==> config.mk <==
export PLATFORM = sky130hd
export DESIGN_NAME = rpsc_startup_sequencer
export DESIGN_NICKNAME = d
export VERILOG_FILES = /design/src/rtl/rpsc_startup_sequencer.sv
export SDC_FILE = /design/constraint.sdc
export NUM_CORES = 1
export LEC_CHECK = 0
export CAP_MARGIN = 20
export CORE_ASPECT_RATIO = 1.75
export CORE_UTILIZATION = 40
export CTS_BUF_LIST = sky130_fd_sc_hd__clkbuf_16
export DETAILED_ROUTE_END_ITERATION = 8
export HOLD_SLACK_MARGIN = 0.03
export SLEW_MARGIN = 20
export SYNTH_ARGS = -nofsm -noshare
export SYNTH_HDL_FRONTEND = slang
export SYNTH_SLANG_ARGS = --single-unit
==> constraint.sdc <==
create_clock -name clk -period 2.6 [get_ports clk]
set_clock_uncertainty 0.1 [all_clocks]
set_input_delay 0.39 -clock clk [delete_from_list [all_inputs] [get_ports clk]]
set_output_delay 0.39 -clock clk [all_outputs]
set_load 0.02 [all_outputs]
==> src/rtl/rpsc_startup_sequencer.sv <==
// RPSC channel start-up sequencer: fan -> CA PS -> ramp -> delay -> RUN, with cooldown and latched FAULT.
// Optional macro RPSC_FIRST_FAULT_EN enables the first-fault cause code on fault_code.
//
// state  | meaning
// IDLE   | all commands off, waiting for start_req
// FAN_UP | fan commanded, waiting for fan_act (timeout -> FAULT 1)
// CA_REQ | CA PS commanded, waiting for ca_ps_act (timeout -> FAULT 2)
// RAMP   | CA ramp, over-current/under-voltage masked
// DELAY  | CA settle delay
// RUN    | channel ready
// COOL   | CA off, fan run-on, then IDLE
// FAULT  | CA off, fan on, wait for fault_clr with interlocks clear

module rpsc_startup_sequencer #(
  parameter int          CNT_W       = 26,
  parameter int unsigned FAN_TMO_CYC = 3906250,
  parameter int unsigned RAMP_CYC    = 3125000,
  parameter int unsigned DELAY_CYC   = 46875000,
  parameter int unsigned COOL_CYC    = 23437500
) (
  input  logic       clk,
  input  logic       reset,
  input  logic       start_req,
  input  logic       stop_req,
  input  logic       fault_clr,
  input  logic       fan_act,
  input  logic       intlk_ok,
  input  logic       g1_ok,
  input  logic       ca_ps_act,
  input  logic       i_ca_high,
  input  logic       u_ca_low,
  output logic       fan_on_cmd,
  output logic       ca_on_cmd,
  output logic       ready,
  output logic       fault,
  output logic [2:0] fault_code,
  output logic [2:0] state_o
);

  typedef enum logic [2:0] {
    S_IDLE   = 3'd0,
    S_FAN_UP = 3'd1,
    S_CA_REQ = 3'd2,
    S_RAMP   = 3'd3,
    S_DELAY  = 3'd4,
    S_RUN    = 3'd5,
    S_COOL   = 3'd6,
    S_FAULT  = 3'd7
  } state_t;

  localparam logic [CNT_W-1:0] FAN_LD   = CNT_W'(FAN_TMO_CYC - 1);
  localparam logic [CNT_W-1:0] RAMP_LD  = CNT_W'(RAMP_CYC - 1);
  localparam logic [CNT_W-1:0] DELAY_LD = CNT_W'(DELAY_CYC - 1);
  localparam logic [CNT_W-1:0] COOL_LD  = CNT_W'(COOL_CYC - 1);

  state_t           state, state_nxt;
  logic [CNT_W-1:0] cnt, load_val;
  logic             expired, in_seq;
  logic [2:0]       trip_code;

  assign expired = (cnt == '0);
  assign in_seq  = state inside {S_FAN_UP, S_CA_REQ, S_RAMP, S_DELAY, S_RUN};
  assign state_o = state;

  // Trip priority encoder; 0 means no trip.
  always_comb begin
    trip_code = 3'd0;
    if (in_seq) begin
      if (!intlk_ok)
        trip_code = 3'd3;
      else if (!g1_ok)
        trip_code = 3'd4;
      else if (state != S_FAN_UP && !fan_act)
        trip_code = 3'd5;
      else if ((state inside {S_DELAY, S_RUN}) && (i_ca_high || u_ca_low))
        trip_code = 3'd6;
      else if ((state inside {S_RAMP, S_DELAY, S_RUN}) && !ca_ps_act)
        trip_code = 3'd7;
    end
  end

  always_comb begin
    state_nxt = state;
    case (state)
      S_IDLE:   if (start_req && !stop_req && intlk_ok && g1_ok) state_nxt = S_FAN_UP;
      S_FAN_UP: if (fan_act) state_nxt = S_CA_REQ;
                else if (expired) state_nxt = S_FAULT;
      S_CA_REQ: if (ca_ps_act) state_nxt = S_RAMP;
                else if (expired) state_nxt = S_FAULT;
      S_RAMP:   if (expired) state_nxt = S_DELAY;
      S_DELAY:  if (expired) state_nxt = S_RUN;
      S_RUN:    state_nxt = S_RUN;
      S_COOL:   if (expired) state_nxt = S_IDLE;
      S_FAULT:  if (fault_clr && intlk_ok && g1_ok) state_nxt = S_COOL;
      default:  state_nxt = S_IDLE;
    endcase
    // Orderly stop beats normal progress and timeouts; any trip beats everything.
    if (in_seq && stop_req)
      state_nxt = S_COOL;
    if (trip_code != 3'd0)
      state_nxt = S_FAULT;
  end

  always_comb begin
    load_val = '0;
    case (state_nxt)
      S_FAN_UP, S_CA_REQ: load_val = FAN_LD;
      S_RAMP:             load_val = RAMP_LD;
      S_DELAY:            load_val = DELAY_LD;
      S_COOL:             load_val = COOL_LD;
      default:            load_val = '0;
    endcase
  end

  always_ff @(posedge clk) begin
    if (reset) begin
      state      <= S_IDLE;
      cnt        <= '0;
      fan_on_cmd <= 1'b0;
      ca_on_cmd  <= 1'b0;
      ready      <= 1'b0;
      fault      <= 1'b0;
    end else begin
      state <= state_nxt;
      if (state_nxt != state)
        cnt <= load_val;
      else if (!expired)
        cnt <= cnt - 1'b1;
      fan_on_cmd <= (state_nxt != S_IDLE);
      ca_on_cmd  <= state_nxt inside {S_CA_REQ, S_RAMP, S_DELAY, S_RUN};
      ready      <= (state_nxt == S_RUN);
      fault      <= (state_nxt == S_FAULT);
    end
  end

`ifdef RPSC_FIRST_FAULT_EN
  logic [2:0] fault_code_q;

  // A fault entry without a trip can only be a FAN_UP or CA_REQ timeout.
  always_ff @(posedge clk) begin
    if (reset)
      fault_code_q <= 3'd0;
    else if (state != S_FAULT && state_nxt == S_FAULT)
      fault_code_q <= (trip_code != 3'd0) ? trip_code :
                      (state == S_FAN_UP) ? 3'd1 : 3'd2;
    else if (state == S_FAULT && state_nxt != S_FAULT)
      fault_code_q <= 3'd0;
  end

  assign fault_code = fault_code_q;
`else
  assign fault_code = 3'd0;
`endif

endmodule
### Yosys cells after proc, flatten, opt, wreduce, memory -nomap -nowiden

Index checks and enable logic that the tools add are counted.
W data, S select, Z words.

* bits of input ports: 11
* register bits after elaboration: 33

* equality and inequality tests: 17
* reductions and logical operators: 22
* add/subtract/negate cells: 1
* multiplexer cells: 20

Operator list (number)
* $pmux W26 S4: 1
* $mux W26: 2
* $mux W3: 16
* $logic_not A26 Y1: 1
* $sub A26 B1 Y26 const B: 1
* $eq A3 B3 Y1 const B: 8
* $pmux W3 S8: 1
* $eq A3 B2 Y1 const B: 4
* $logic_and A1 B1 Y1: 9
* $reduce_bool A3 Y1: 3
* $eq A3 B1 Y1 const B: 2
* $reduce_bool A5 Y1: 1
* $reduce_bool A4 Y1: 1
* $logic_not A1 Y1: 3
* $logic_not A3 Y1: 1
* $ne A3 B1 Y1 const B: 1
* $ne A3 B3 Y1: 1
* $ne A2 B1 Y1 const B: 1
* $reduce_bool A2 Y1: 1
* $reduce_or A2 Y1: 1
* $logic_or A1 B1 Y1: 1

### Depth between registers and ports, before layout

Gate-level depths: netlist of run 1.

* depth after elaboration: 15
* mapped depth: 11
* depth with buffers taken out: 10

### Worst setup path after synthesis of run 1

No wires, ideal clock.

* path type: register -> register
* start point: register state[1] (netlist: state_o[1])
* end point: register cnt[6]
* arrival time: 2.583 ns
* required time: 2.405 ns
* path slack: -0.178 ns
* cell stages (with the launch flop): 11
* setup time: 0.095 ns
* cell sequence: dfxtp_1 clkbuf_1 nor2b_1 a32o_1 a221oi_1 o21ai_1 a211o_1 a21oi_1 buf_4 a21oi_1 a221oi_1

* cells in the longest elaborated chain, start to end: 15
* elaborated cells between the ends (all ways): 44
* those cells by class: eq/ne (15); mux (19); reduce/logical (10)

Ends and longest elaborated chain
* from (decl): line 56 `state_t state, state_nxt;`
* from (signal assigned): line 124 `state <= state_nxt;`
* $eq A3 B2 Y1 or $eq A3 B3 Y1 (tied branches)
* $reduce_bool A3 Y1: line 77 `else if ((state inside {S_RAMP, S_DELAY, S_RUN}) && !ca_ps_act)`
* $logic_and A1 B1 Y1: line 77
* $mux W3: line 77
* $mux W3: line 75 `else if ((state inside {S_DELAY, S_RUN}) && (i_ca_high || u_ca_low))`
* $mux W3: line 73 `else if (state != S_FAN_UP && !fan_act)`
* $mux W3: line 71 `else if (!g1_ok)`
* $mux W3: line 69 `if (!intlk_ok)`
* $mux W3: line 68 `if (in_seq) begin`
* $reduce_bool A3 Y1: line 100 `if (trip_code != 3'd0)`
* $mux W3: line 100
* $eq A3 B2 Y1 or $eq A3 B1 Y1 (tied branches): line 106 `case (state_nxt)`
* $reduce_or A2 Y1: line 106
* $pmux W26 S4: line 106
* $mux W26: line 125 `if (state_nxt != state)`
* to (signal assigned): line 126 `cnt <= load_val;`
* to (signal assigned): line 128 `cnt <= cnt - 1'b1;`
* to (decl): line 57 `logic [CNT_W-1:0] cnt, load_val;`

Several ways; a longest one is shown, not always the timed one.
A chain may end at the register's enable or synchronous reset.

### Worst setup path in the final report of run 1

* start point: register cnt[18]
* end point: register cnt[13]

* cells in the longest elaborated chain, start to end: 10
* elaborated cells between the ends (all ways): 20
* those cells by class: eq/ne (7); mux (11); reduce/logical (2)

Ends and longest elaborated chain
* $logic_not A26 Y1 (*): line 61 `assign expired = (cnt == '0);`
* $mux W3: line 87, 89
* $mux W3, on equally long branches: line 88, 86
* $pmux W3 S8: line 84 `case (state)`
* $mux W3: line 98 `if (in_seq && stop_req)`
* $mux W3: line 100
* $eq A3 B2 Y1 or $eq A3 B1 Y1 (tied branches): line 106
* $reduce_or A2 Y1: line 106
* $pmux W26 S4: line 106
* $mux W26: line 125

Mark *: on every way between the ends. The rest lies on a longest branch, timed or not.

==> results of run 1 <==
## sequential cells by signal, indices dropped and copies added (netlist names)
signal,cells
cnt,26
state_o,3
ca_on_cmd,1
fan_on_cmd,1
fault,1
ready,1
## stage by stage
| stage | setup WS, ns | total power [mW] | TNS, ns | hold WS (ns) |
|---|---|---|---|---|
| after floorplan | -0.106 | 2.22 | -0.336 | 0.370 |
| after global placement | -0.361 | 3.07 | -8.38 | 0.461 |
| after detailed placement | -0.404 | 3.08 | -9.01 | 0.454 |
| after CTS | -0.187 | 3.94 | -2.58 | 0.480 |
| after global routing | -0.281 | 4.39 | -5.28 | 0.509 |
| final | -0.195 | 4.13 | -2.46 | 0.476 |
## cells by family (layout without fill, tap and decap cells)
| kind of cell | count (synthesis) | in the layout | synth area share, % |
|---|---|---|---|
| flops | 33 | 33 | 31.2 |
| fa+ha+maj | 1 | 1 | 0.591 |
| buf+inv | 20 | 107 | 4.73 |
| xor+xnor | 24 | 24 | 9.92 |
| compound gates | 67 | 67 | 21.7 |
| simple gates | 113 | 113 | 31.2 |
| other cells | 1 | 3 | 0.177 |
| mux | 1 | 1 | 0.473 |
## worst min-delay path by stage
stage,startpoint,end,cells past startpoint
after floorplan,reset,state_o[0],1
after global placement,cnt[17],cnt[17],2
after detailed placement,cnt[17],cnt[17],2
after CTS,cnt[17],cnt[17],2
after global routing,cnt[17],cnt[17],2
final,cnt[17],cnt[17],2
## critical path, delay by kind of cell (launching register included)
family,cells,cell delay (ns)
compound gates,2,0.27
buf+inv,2,0.30
flops,1,0.32
simple gates,6,1.75
## power by group through the flow
stage / logic [mW] / clock network, mW / registers (mW)
5_1_grt: 2.89 / 0.704 / 0.797
4_1_cts: 2.48 / 0.685 / 0.775
6_report: 2.68 / 0.672 / 0.774
3_3_place_gp: 2.29 / 0 / 0.780
2_1_floorplan: 1.40 / 0 / 0.826
3_5_place_dp: 2.29 / 0 / 0.783
## repair_timing
| action | CTS | global route |
|---|---|---|
| pin swaps | 8 | 16 |
| hold buffers | 0 | 0 |
| setup endpoints to repair | 25 | 30 |
| setup buffers | 8 | 5 |
| gates resized for setup | 21 | 29 |
## synthesized netlist by cell type, types with 2 or more instances
cell / count
a211o_1: 3
a21o_1: 3
a21oi_1: 23
a21oi_2: 3
a221oi_1: 3
a31oi_1: 3
and3_1: 3
buf_2: 5
buf_4: 5
clkbuf_1: 5
dfxtp_1: 33
inv_1: 5
nand2_1: 33
nand2b_1: 6
nand3_1: 5
nor2_1: 23
nor2_2: 2
nor2b_1: 2
nor3_1: 6
nor3_4: 2
nor4_1: 5
o211ai_1: 2
o21ai_0: 5
o21ai_1: 3
o32ai_1: 3
or2_2: 4
or3_1: 3
or4_1: 3
or4_4: 3
xnor2_1: 9
xor2_1: 15
## final cells by class
| class | instances | share of cell area, % |
|---|---|---|
| clock inverter | 3 | 1.25 |
| multi-input combinational | 209 | 48.8 |
| timing repair buffer | 94 | 23.4 |
| tap | 54 | 2.05 |
| sequential | 33 | 20.1 |
| inverter | 5 | 0.568 |
| clock buffer | 5 | 3.79 |
## placed cells by master, fill, tap and decap left out, types with 3 or more instances in the layout
| master | Yosys | routed |
|---|---|---|
| a211o_1 | 3 | 3 |
| a21oi_1 | 23 | 15 |
| a21oi_2 | 3 | 9 |
| and3_1 | 3 | 3 |
| buf_4 | 5 | 71 |
| buf_6 | 0 | 6 |
| clkbuf_16 | 0 | 5 |
| clkdlybuf4s50_1 | 0 | 15 |
| conb_1 | 1 | 3 |
| dfxtp_1 | 33 | 30 |
| dfxtp_2 | 0 | 3 |
| inv_1 | 5 | 3 |
| nand2_1 | 33 | 31 |
| nand2b_1 | 6 | 5 |
| nand3_1 | 5 | 4 |
| nor2_1 | 23 | 19 |
| nor2_2 | 2 | 4 |
| nor3_1 | 6 | 5 |
| nor3_4 | 2 | 3 |
| nor4_1 | 5 | 5 |
| o21ai_0 | 5 | 5 |
| o21ai_2 | 1 | 3 |
| or2_4 | 1 | 4 |
| or4_1 | 3 | 3 |
| or4_4 | 3 | 3 |
| xnor2_1 | 9 | 8 |
| xor2_1 | 15 | 15 |
## metal layers
layer	part of all wire [%]	track usage [%]	wire length, um
met1	42	26.1	2670
met2	53	42.4	3360
met3	1.9	3.31	123
met4	3.7	13.3	238
met5	0	0	0
==> impl_metrics.tcl, run 1 <==
set metrics [dict create \
    seq_power_share_pct 18.7 \
    grt_pass1_vias 2233 \
    synth_cells 260 \
    yosysUniqueCellTypes 63 \
    yosysSeqAreaShare_pct 31.2 \
    fp-row-count 34 \
    r2r-end "cnt[13]" \
    drv_slew 0 \
    finalCoreUtilization_pct 65.8 \
    synthTopCellsByArea "dfxtp_1 (31%), xor2_1 (6.2%), nand2_1 (5.8%)" \
    relSlewSlack_pct 61.2 \
    worstPathRequired_ns 2.72 \
    core_area_sq_mm 0.00502 \
    internal-power_mw 2.44 \
    diodes 0 \
    dpl-instance-area_sq_mm 0.00283 \
    critical_path_class "reg2reg" \
    swShare_pct 40.9 \
    hold_class "reg2reg" \
    max_freq_mhz 358 \
    endpoint "cnt[13]" \
    grt_max_degree 16 \
    multi_input_area_sq_mm 0.00161 \
    rrSetupSlack_ns -0.20 \
    place_congestion 0.839 \
    grt_pass1_wl_um 10300 \
    cts-root-buf "clkbuf_16" \
    violations "design-rule violations, negative setup slack" \
    yosysTopAreaCellShare_pct 31.2 \
    cts_buffer_depth 2 \
    rr_worst_depth 10 \
    startpoint_type "flip-flop" \
    die_h_um 98.3 \
    initialDrtViolationCount 135 \
    r2r-start "cnt[18]" \
    crit_path_end_kind "flip-flop" \
    firstDrtPassIters 6 \
    vias 2248 \
    synth-main-ff-cell "dfxtp_1" \
    post-route-period-util_pct 108 \
    yosysWarnings 0 \
    wirelength_um 6390 \
    io_buffers 17 \
    clkTransAtPathRegs_ns 0.06 \
    critPathMaxStageDelay_ns 0.55 \
    area_delta_synth_final_pct 55.9 \
    rsz0062_at_grt "true" \
    clk_latency_ns 0.28 \
    floorplan.initialDensity_pct 42.2 \
    layout-drive-gt1-share_pct 42.7 \
    layout_setup_ws_ns -0.195 \
    worstPathArrival_ns 2.91 \
    ff_latch_area_sq_um 664 \
    dp.cells 383 \
    die_area_sq_mm 0.00560 \
    power_switching_mw 1.69 \
    synth_edf_count 0 \
    worstMarginPinSlew_ns 0.581 \
    outcome "finished with violations" \
    fill_cells 421 \
    syn_area_sq_mm 0.00212 \
    avgViaCountPerCell 5.58 \
    crit_start "cnt[18]" \
    period_needed_ns 2.80 \
    gr-total-overflow 0 \
    design_area_sq_mm 0.00330 \
    synth_seq_cells 33 \
    ir_drop_v 0.000747 \
    dp_hpwl_um 4560 \
    track_usage_pct 23.8 \
    cpMaxStageDelayCell "or4_4" \
    stdcell_count 403 \
    hold_viol 0 \
    syn_area_per_cell_sq_um 8.15 \
    synth.largest_area_cell "dfxtp_1" \
    combPwrFrac_pct 65.0 \
    die_w_um 57.0 \
    drc_errors 4 \
    htree_levels 2 \
    antenna_found_initial 0 \
    powerDensity_mw_per_mm2 1250 \
    ant_nets 0 \
    ios 21 \
    path_cells "or4_4 > nor4_4 > buf_6 > and4b_4 > nand3_4 > buf_6 > a21oi_4 > nor2_2 > or4_4 > a21oi_2" \
    power_frac_clock_pct 16.3 \
    wl_per_cell_um 15.8 \
    cts-buffers-inserted 5 \
    layout.nets 360 \
    setup_violations 22 \
    cap_viol_max_count 0 \
    cts_tree "yes" \
    cts_sinks 33 \
    path_max_fanout 5 \
    async_flop_share_pct 0 \
    total_leakage_power_nw 1.40 \
]
(Power assumes the default switching activity.)
==> run 2, diff against run 1 <==
SLEW_MARGIN = 10   (was 20)
==> results of run 2 <==
Final layout, timing and power as in run 1 (identical DEF).
==> run 3, diff against run 2 <==
CORE_UTILIZATION = 45   (was 40)
PLACE_DENSITY = 0.68   (was unset)
==> impl_metrics.tcl, run 3 (synthesized netlist as in run 1, its figures left out) <==
set metrics [dict create \
    stdcell_count 402 \
    drc_errors 0 \
    setup_violations 28 \
    max_flop_register "cnt" \
    max_freq_mhz 352 \
    area_delta_synth_final_pct 56.5 \
    rsz0062_at_grt "true" \
    track_usage_pct 27.0 \
    place_congestion 0.882 \
    drv_slew 0 \
    hold_class "reg2reg" \
    powerDensity_mw_per_mm2 1240 \
    core_area_sq_mm 0.00444 \
    grt_pass1_vias 2189 \
    die_h_um 92.8 \
    outcome "finished with violations" \
    cts_buffer_depth 2 \
    die_w_um 53.9 \
    layout_setup_ws_ns -0.237 \
    wirelength_um 6690 \
    htree_levels 2 \
    diodes 0 \
    pre_cts_slack_ns -0.396 \
    cap_viol_max_count 0 \
    hold_viol 0 \
    mostFrequentLayoutCells "buf_4 (72), nand2_1 (32), dfxtp_1 (30)" \
    vias 2278 \
    ant_nets 0 \
    ios 21 \
    finalSetupTns_ns -3.77 \
    crit_path_end_kind "flip-flop" \
    gr-total-overflow 0 \
    clkTransAtPathRegs_ns 0.05 \
    worstMarginPinSlew_ns 0.618 \
    largest_reg_flops 26 \
    cts_sinks 33 \
    die_area_sq_mm 0.00500 \
    ir_drop_v 0.000850 \
    min_from "cnt[8]" \
    layout_commonest_cell "buf_4" \
    post-route-period-util_pct 109 \
    antenna_found_initial 0 \
    startpoint_type "flip-flop" \
    clk_latency_ns 0.28 \
    critical_path_class "reg2reg" \
    grt_max_degree 13 \
    design_area_sq_mm 0.00331 \
    worstPathRequired_ns 2.67 \
    avgViaCountPerCell 5.67 \
    fp-row-count 32 \
    violations "negative setup slack" \
    cts_tree "yes" \
    total_leakage_power_nw 1.42 \
    grt_pass1_wl_um 9780 \
    worstPathArrival_ns 2.90 \
    firstDrtPassIters 4 \
    use_met1_pct 27.2 \
    cts-root-buf "clkbuf_16" \
    grt-busiest-layer "met2" \
    dpl-instance-area_sq_mm 0.00283 \
    gr-usage-met2_pct 48.4 \
    floorplan.initialDensity_pct 47.7 \
    grtUsageMet3_pct 5.09 \
    initialDrtViolationCount 55 \
    cts-buffers-inserted 5 \
    finalCoreUtilization_pct 74.6 \
    fill_cells 324 \
    path_max_fanout 6 \
    dp.cells 380 \
    layout.nets 364 \
    wl_per_cell_um 16.6 \
    relSlewSlack_pct 58.7 \
    layout-drive-gt1-share_pct 43.9 \
    dp_hpwl_um 4510 \
    r2r-start "cnt[0]" \
    ctsHoldBuffers 0 \
    crit_start "cnt[0]" \
    period_needed_ns 2.84 \
    io_buffers 17 \
]
## run 3: cell types whose count changed in the layout (fill, tap and decap cells not counted), sizes merged
| cell | delta |
|---|---|
| clkinvlp | -1 |
| dlymetal6s2s | +1 |
| buf | +4 |
| bufinv | -1 |
| clkdlybuf4s50 | -1 |
## run 3: where the power goes
part / internal (mW) / switching (mW) / leakage, nW
Clock: 0.342 / 0.214 / 0.0655
Combinational: 1.38 / 1.39 / 1.08
Sequential: 0.670 / 0.109 / 0.273
Total: 2.39 / 1.72 / 1.42
## run 3: layer usage
metal / share of wire (%) / routed length (um)
met1: 39 / 2600
met2: 54 / 3600
met3: 3.5 / 231
met4: 3.8 / 255
met5: 0 / 0
## run 3: repair_timing
item,in CTS,in global routing
setup endpoints to repair,26,27
resized for setup,11,49
buffers inserted,6,10
gates cloned,0,0
pin swaps,7,21
## run 3: path summary, 6_finish.rpt
| kind | end | slack, ns | cells past startpoint |
|---|---|---|---|
| setup / recovery | cnt[0] | -0.24 | 11 |
| hold / removal | cnt[8] | 0.48 | 2 |
| setup reg to reg | cnt[0] | -0.24 | 11 |
| hold reg to reg | cnt[8] | 0.48 | 2 |
## run 3: per-stage QoR
| stage | hold slack (ns) | power, mW |
|---|---|---|
| global route | 0.514 | 4.36 |
| detailed placement | 0.469 | 3.09 |
| finish | 0.477 | 4.11 |
| CTS | 0.491 | 3.78 |
| global placement | 0.453 | 3.06 |
| floorplan | 0.370 | 2.22 |
## run 3: area by class of cell
type	count	area [sq um]	share of cell area (%)
Clock buffer	5	125	3.78
Clock inverter	1	5.00	0.151
Inverter	5	18.8	0.566
Multi-Input combinational cell	209	1620	48.9
Sequential cell	33	664	20.0
Tap cell	51	63.8	1.93
Timing Repair Buffer	98	816	24.6
## run 3: critical path, stage by stage, from the launching register on
cell	delay, ns
dfxtp_2	0.32
inv_2	0.07
ha_4	0.13
or4b_4	0.51
nor3_4	0.16
and4b_4	0.32
nand3_2	0.10
a21o_2	0.27
nor3_4	0.31
buf_4	0.18
a211o_1	0.16
a21oi_1	0.07
